File: src/rtl/ones_counter_acc.sv
// Frame-based ones counter: popcounts each accepted word, accumulates the
// total and word count per frame, and presents a saturating result on a handshake.
module ones_counter_acc #(
    parameter int WIDTH  = 7,
    parameter int CNT_W  = 16,
    parameter int WRD_W  = 8,
    parameter int THRESH = 4
) (
    input  logic             clk,
    input  logic             rstn,
    input  logic             clear,
    input  logic             in_valid,
    output logic             in_ready,
    input  logic [WIDTH-1:0] din,
    input  logic             last,
    output logic             out_valid,
    input  logic             out_ready,
    output logic [CNT_W-1:0] count,
    output logic [WRD_W-1:0] words,
    output logic             sat,
    output logic             above
);

    localparam int PW = $clog2(WIDTH + 1);
    localparam logic [63:0] THRESH_L = 64'(THRESH);

    localparam logic [1:0] ST_IDLE  = 2'd0;
    localparam logic [1:0] ST_ACCUM = 2'd1;
    localparam logic [1:0] ST_FLUSH = 2'd2;
    localparam logic [1:0] ST_DONE  = 2'd3;

    function automatic logic [PW-1:0] popcount(input logic [WIDTH-1:0] v);
        logic [PW-1:0] n;
        n = {PW{1'b0}};
        for (int i = 0; i < WIDTH; i++) begin
            n = n + PW'(v[i]);
        end
        return n;
    endfunction

    logic [1:0]       state_r, state_nxt_s;
    logic             in_ready_r;
    logic [PW-1:0]    pop_r;
    logic             pv_r, pl_r;
    logic [CNT_W-1:0] acc_r, acc_nxt_s, base_s;
    logic [CNT_W:0]   sum_s;
    logic [WRD_W-1:0] wcnt_r, wcnt_nxt_s;
    logic             satf_r, satf_nxt_s;
    logic             accept_s, fin_s;
    logic             out_valid_r, sat_r, above_r;
    logic [CNT_W-1:0] count_r;
    logic [WRD_W-1:0] words_r;

    assign accept_s  = in_valid && in_ready_r;
    // The last word reaching stage 2 completes the frame.
    assign fin_s     = pv_r && pl_r;
    assign in_ready  = in_ready_r;
    assign out_valid = out_valid_r;
    assign count     = count_r;
    assign words     = words_r;
    assign sat       = sat_r;
    assign above     = above_r;

    // Frame control next-state logic.
    always_comb begin
        state_nxt_s = state_r;
        case (state_r)
            ST_IDLE: begin
                if (accept_s) begin
                    state_nxt_s = last ? ST_FLUSH : ST_ACCUM;
                end else begin
                    state_nxt_s = ST_IDLE;
                end
            end
            ST_ACCUM: begin
                if (accept_s && last) begin
                    state_nxt_s = ST_FLUSH;
                end else begin
                    state_nxt_s = ST_ACCUM;
                end
            end
            ST_FLUSH: state_nxt_s = ST_DONE;
            ST_DONE: begin
                if (out_ready) begin
                    state_nxt_s = ST_IDLE;
                end else begin
                    state_nxt_s = ST_DONE;
                end
            end
            default: state_nxt_s = ST_IDLE;
        endcase
    end

    // Stage-2 saturating accumulate; an empty word counter marks the first word of a frame.
    always_comb begin
        base_s     = (wcnt_r == {WRD_W{1'b0}}) ? {CNT_W{1'b0}} : acc_r;
        sum_s      = {1'b0, base_s} + (CNT_W + 1)'(pop_r);
        acc_nxt_s  = acc_r;
        wcnt_nxt_s = wcnt_r;
        satf_nxt_s = satf_r;
        if (pv_r) begin
            if (sum_s[CNT_W]) begin
                acc_nxt_s  = {CNT_W{1'b1}};
                satf_nxt_s = 1'b1;
            end else begin
                acc_nxt_s = sum_s[CNT_W-1:0];
            end
            if (wcnt_r == {WRD_W{1'b1}}) begin
                wcnt_nxt_s = wcnt_r;
                satf_nxt_s = 1'b1;
            end else begin
                wcnt_nxt_s = wcnt_r + WRD_W'(1);
            end
        end else begin
            acc_nxt_s  = acc_r;
            wcnt_nxt_s = wcnt_r;
            satf_nxt_s = satf_r;
        end
    end

    // FSM state, input pipeline stage and frame accumulators.
    always_ff @(posedge clk or negedge rstn) begin
        if (!rstn) begin
            state_r    <= ST_IDLE;
            in_ready_r <= 1'b0;
            pop_r      <= {PW{1'b0}};
            pv_r       <= 1'b0;
            pl_r       <= 1'b0;
            acc_r      <= {CNT_W{1'b0}};
            wcnt_r     <= {WRD_W{1'b0}};
            satf_r     <= 1'b0;
        end else if (clear) begin
            state_r    <= ST_IDLE;
            in_ready_r <= 1'b1;
            pop_r      <= {PW{1'b0}};
            pv_r       <= 1'b0;
            pl_r       <= 1'b0;
            acc_r      <= {CNT_W{1'b0}};
            wcnt_r     <= {WRD_W{1'b0}};
            satf_r     <= 1'b0;
        end else begin
            state_r    <= state_nxt_s;
            in_ready_r <= (state_nxt_s == ST_IDLE) || (state_nxt_s == ST_ACCUM);
            if (accept_s) begin
                pop_r <= popcount(din);
                pv_r  <= 1'b1;
                pl_r  <= last;
            end else begin
                pv_r  <= 1'b0;
            end
            if ((state_r == ST_DONE) && out_ready) begin
                acc_r  <= {CNT_W{1'b0}};
                wcnt_r <= {WRD_W{1'b0}};
                satf_r <= 1'b0;
            end else begin
                acc_r  <= acc_nxt_s;
                wcnt_r <= wcnt_nxt_s;
                satf_r <= satf_nxt_s;
            end
        end
    end

    // Result registers: loaded as the frame completes, held until the handshake.
    always_ff @(posedge clk or negedge rstn) begin
        if (!rstn) begin
            out_valid_r <= 1'b0;
            count_r     <= {CNT_W{1'b0}};
            words_r     <= {WRD_W{1'b0}};
            sat_r       <= 1'b0;
            above_r     <= 1'b0;
        end else if (clear || (out_valid_r && out_ready)) begin
            out_valid_r <= 1'b0;
            count_r     <= {CNT_W{1'b0}};
            words_r     <= {WRD_W{1'b0}};
            sat_r       <= 1'b0;
            above_r     <= 1'b0;
        end else if (fin_s) begin
            out_valid_r <= 1'b1;
            count_r     <= acc_nxt_s;
            words_r     <= wcnt_nxt_s;
            sat_r       <= satf_nxt_s;
            above_r     <= (64'(acc_nxt_s) >= THRESH_L);
        end else begin
            out_valid_r <= out_valid_r;
            count_r     <= count_r;
            words_r     <= words_r;
            sat_r       <= sat_r;
            above_r     <= above_r;
        end
    end

endmodule

File: config.mk
export PLATFORM = sky130hd
export DESIGN_NAME = ones_counter_acc
export DESIGN_NICKNAME = d
export VERILOG_FILES = /design/src/rtl/ones_counter_acc.sv
export SDC_FILE = /design/constraint.sdc
export NUM_CORES = 1
export LEC_CHECK = 0
export CORE_MARGIN = 4
export CORE_UTILIZATION = 55
export CTS_CLUSTER_SIZE = 14
export DETAILED_ROUTE_END_ITERATION = 7
export PLACE_DENSITY = 0.83
export REMOVE_ABC_BUFFERS = 1
export SLEW_MARGIN = 20
export SYNTH_ARGS = -nofsm -noshare
export SYNTH_HDL_FRONTEND = slang
export SYNTH_SLANG_ARGS = --single-unit
File: constraint.sdc
create_clock -name clk -period 3.7 [get_ports clk]
set_input_delay 0.74 -clock clk [delete_from_list [all_inputs] [get_ports clk]]
set_output_delay 0.74 -clock clk [all_outputs]
set_load 0.02 [all_outputs]
==> summary.txt <==
Run status
  • Outcome: finished, final reports clean

Drt
  • First-iteration detailed-routing DRC count: 228
  • Wire length per cell after detailed routing: 17.2 um
  • DRC errors left: 0
  • Detail Route Antenna Nets: 0
  • Total via count in the routed design: 2756
  • DRT Pass-1 Iters: 4
  • Total wire length after detailed routing: 7910 um
  • Detail-routed via count per cell: approximately 6

Worst setup path
  • Sort of element at the end of the critical path: flop
  • Worst-path fanout max: 7
  • Type of element launching the critical path: flop
  • Worst Setup Path Type: reg2reg
  • Worst path required time: 3880 ps
  • CP Data Arrival Time: 3660 ps

Cells and area
  • Growth of design area from synthesis to finish: 20.8%
  • # nets final: 408
  • Fraction of final layout cells sized beyond drive strength 1: 0.0876
  • Post-layout util: 0.697
  • Diodes inserted: 0

Die
  • Height of the die: roughly 85 um
  • Number of placement rows: 27
  • I/O Pins: 41
  • Initial core utilization: 0.577
  • Core outline area: 5610 um^2
  • X dimension of the die: 84.7 um
  • Full die area: 7170 um^2

CTS
  • CTS Buffer Depth: 2
  • Clock transition at the registers of the reported paths: 70 ps
  • Clock network latency to the later pin of the worst-skew pair: 330 ps
  • Buffer cell driving the clock tree root: sky130_fd_sc_hd__clkbuf_8
  • Clk sinks: 60
  • CTS buffer count: 9
  • CTS tree: done
  • H-tree levels: 3
  • Cts-stage hold buffer count: 0

STA
  • Worst clock skew: 6.76 ps
  • Endpoints failing hold: 0
  • Worst slew pin tran: 1070 ps
  • Final Slew Violations: 0
  • RSZ-0062 raised after global routing: false
  • Fmax: 0.287 GHz
  • Final critical path time including I/O delays and setup: 3480 ps
  • Max-slew headroom at the worst pin: 0.285
  • Setup_tns: 0 ps
  • Final count of negative-setup-slack endpoints: 0
  • Share of the clock period used by the worst path after layout: 0.941

Logic synthesis
  • Syn avg cell area: 9.29 um^2
  • Count of warnings emitted by yosys: 0
  • Share of synthesized area occupied by flip-flops and latches: 0.464
  • Async SR Flop Fraction: 1.00
  • Number of enable flip-flop cells after synthesis: 0
  • Mapped cell area: between 3000 and 4000 um^2
  • Netlist cell types: slightly below 50
  • Number of synthesized register bits: 60
  • Number of instances in the synthesized netlist: 348
  • Ys flop type: sky130_fd_sc_hd__dfrtp_1

Global routing
  • Global-route wire length before repair: roughly 14000 um
  • Maximum number of pins on one net before global-route repair: 44
  • Total congestion overflow: 0
  • Overall track demand over capacity in global routing: 0.242
  • Vias in the first global route: 2833
  • Number of antenna violations at the first check in global routing: 0

Power
  • Leak Pwr: roughly 1.7 nW
  • Maximum vdd ir drop: 0.263 mV
  • Pwr/cell area: 375 nW/um^2
  • Final total power: roughly 1.5 mW

Run
  • Reported max-cap violation count: 0

Worst hold path
  • Type of the most critical hold path: in2async

Place
  • Post-DP HPWL: 5330 um
  • Final weighted congestion in routability-driven placement: 0.891
  • Port bufs: 40
==> placed cells by master, fill, tap and decap left out, types with 2 or more instances in the layout <==
| cell type | instances |
|---|---|
| sky130_fd_sc_hd__a211oi_1 | 17 |
| sky130_fd_sc_hd__a21o_1 | 5 |
| sky130_fd_sc_hd__a21oi_1 | 27 |
| sky130_fd_sc_hd__a221oi_1 | 2 |
| sky130_fd_sc_hd__a31oi_1 | 5 |
| sky130_fd_sc_hd__a41o_1 | 4 |
| sky130_fd_sc_hd__a41oi_1 | 5 |
| sky130_fd_sc_hd__and2_1 | 7 |
| sky130_fd_sc_hd__and3_1 | 10 |
| sky130_fd_sc_hd__and4_1 | 3 |
| sky130_fd_sc_hd__buf_4 | 8 |
| sky130_fd_sc_hd__clkbuf_8 | 13 |
| sky130_fd_sc_hd__clkdlybuf4s50_1 | 39 |
| sky130_fd_sc_hd__dfrtp_1 | 60 |
| sky130_fd_sc_hd__fa_1 | 5 |
| sky130_fd_sc_hd__ha_1 | 5 |
| sky130_fd_sc_hd__inv_1 | 10 |
| sky130_fd_sc_hd__mux2i_1 | 2 |
| sky130_fd_sc_hd__nand2_1 | 28 |
| sky130_fd_sc_hd__nand2b_1 | 2 |
| sky130_fd_sc_hd__nand3_1 | 9 |
| sky130_fd_sc_hd__nand3_2 | 3 |
| sky130_fd_sc_hd__nand4_1 | 5 |
| sky130_fd_sc_hd__nor2_1 | 65 |
| sky130_fd_sc_hd__nor2b_1 | 7 |
| sky130_fd_sc_hd__nor3_1 | 5 |
| sky130_fd_sc_hd__o2111ai_1 | 3 |
| sky130_fd_sc_hd__o21a_1 | 3 |
| sky130_fd_sc_hd__o21ai_0 | 3 |
| sky130_fd_sc_hd__xnor2_1 | 3 |
| sky130_fd_sc_hd__xor2_1 | 4 |
==> Yosys cell counts (7+ instances only) <==
master                     count  share of area
sky130_fd_sc_hd__and3_1       10          0.019
sky130_fd_sc_hd__a211oi_1     17          0.039
sky130_fd_sc_hd__inv_1        10          0.012
sky130_fd_sc_hd__and2_1        7          0.014
sky130_fd_sc_hd__clkbuf_1     12          0.014
sky130_fd_sc_hd__nor2_1       65          0.075
sky130_fd_sc_hd__nor2b_1       7          0.014
sky130_fd_sc_hd__nand3_1       9          0.014
sky130_fd_sc_hd__nand2_1      28          0.032
sky130_fd_sc_hd__a21oi_1      28          0.043
sky130_fd_sc_hd__dfrtp_1      60           0.46
==> routing by layer <==
| layer | wire length (um) | vias up | track usage |
|---|---|---|---|
| li1 | - | 1312 | - |
| met5 | 0 | - | 0 |
| met4 | 57 | 0 | 0.0763 |
| met1 | 3620 | 1359 | 0.335 |
| met3 | 498 | 7 | 0.0599 |
| met2 | 3730 | 78 | 0.376 |
==> timing repair <==
action / CTS / global route
setup endpoints to repair: 0 / 1
buffers inserted: 0 / 2
resized for setup: 0 / 3
==> metrics by stage <==
stage / setup WS, ps / instances / hold slack [ps] / instance area (um^2)
after floorplan: 431 / 326 / 444 / 3130
after global placement: 297 / 444 / 474 / 3660
after detailed placement: 202 / 444 / 491 / 3660
after CTS: 220 / 458 / 410 / 3870
after global routing: 0.218 / 460 / 423 / 3910
final: 219 / 460 / 398 / 3910
==> worst max-delay path, stage by stage (launching register included) <==
cell                      delay (ps)
sky130_fd_sc_hd__dfrtp_1         440
sky130_fd_sc_hd__nor4_4          330
sky130_fd_sc_hd__nand3_2         170
sky130_fd_sc_hd__and2_1          190
sky130_fd_sc_hd__ha_1            210
sky130_fd_sc_hd__fa_1            440
sky130_fd_sc_hd__a21o_1          300
sky130_fd_sc_hd__nand3_2         120
sky130_fd_sc_hd__a31o_1          130
sky130_fd_sc_hd__a21oi_1         100
sky130_fd_sc_hd__or4b_1          540
sky130_fd_sc_hd__nor4_1          280
sky130_fd_sc_hd__nor3_1           70
==> path summary, 6_finish.rpt <==
path,to,cells past startpoint,start,slack (ps)
min,words[1],1,rstn,400
max in group asynchronous,pop_r[1],2,rstn,2430
min in group clk,satf_r,2,satf_r,500
min reg2reg,satf_r,2,satf_r,500
max reg2reg,above,12,wcnt_r[5],220
max,above,12,wcnt_r[5],220
==> flip-flops by register name (all words and copies together), names as in the netlist <==
name and cells:
wcnt_r 8, above 1, out_valid 1, words 8
in_ready 1, count 16, sat 1, acc_r 16
state_r 2, pop_r 3, satf_r 1, pv_r 1
pl_r 1
==> area by class of cell <==
class,count,area [um^2]
fill,433,1700
multi-input combinational,256,1610
sequential,60,1500
timing repair buffer,48,455
clock buffer,13,179
tap,72,90.1
inverter,10,37.5
clock inverter,1,30.0
==> kinds of logic (layout without fill, tap and decap cells) <==
| family | after synthesis | after routing | share of synthesized area |
|---|---|---|---|
| flops | 60 | 60 | 0.464 |
| compound gates | 87 | 87 | 0.190 |
| buf+inv | 32 | 72 | 0.0426 |
| xor+xnor | 7 | 7 | 0.0190 |
| mux | 3 | 3 | 0.00967 |
| simple gates | 149 | 149 | 0.224 |
| fa+ha+maj | 10 | 10 | 0.0503 |
==> where the power goes <==
part	internal [mW]	switching [mW]	total [mW]	leakage, nW
Combinational	0.0587	0.0984	0.157	0.790
Clock	0.378	0.248	0.626	0.108
Sequential	0.671	0.0114	0.682	0.826
Total	1.11	0.358	1.46	1.72
Note: power is estimated with default switching activity, not from simulation.
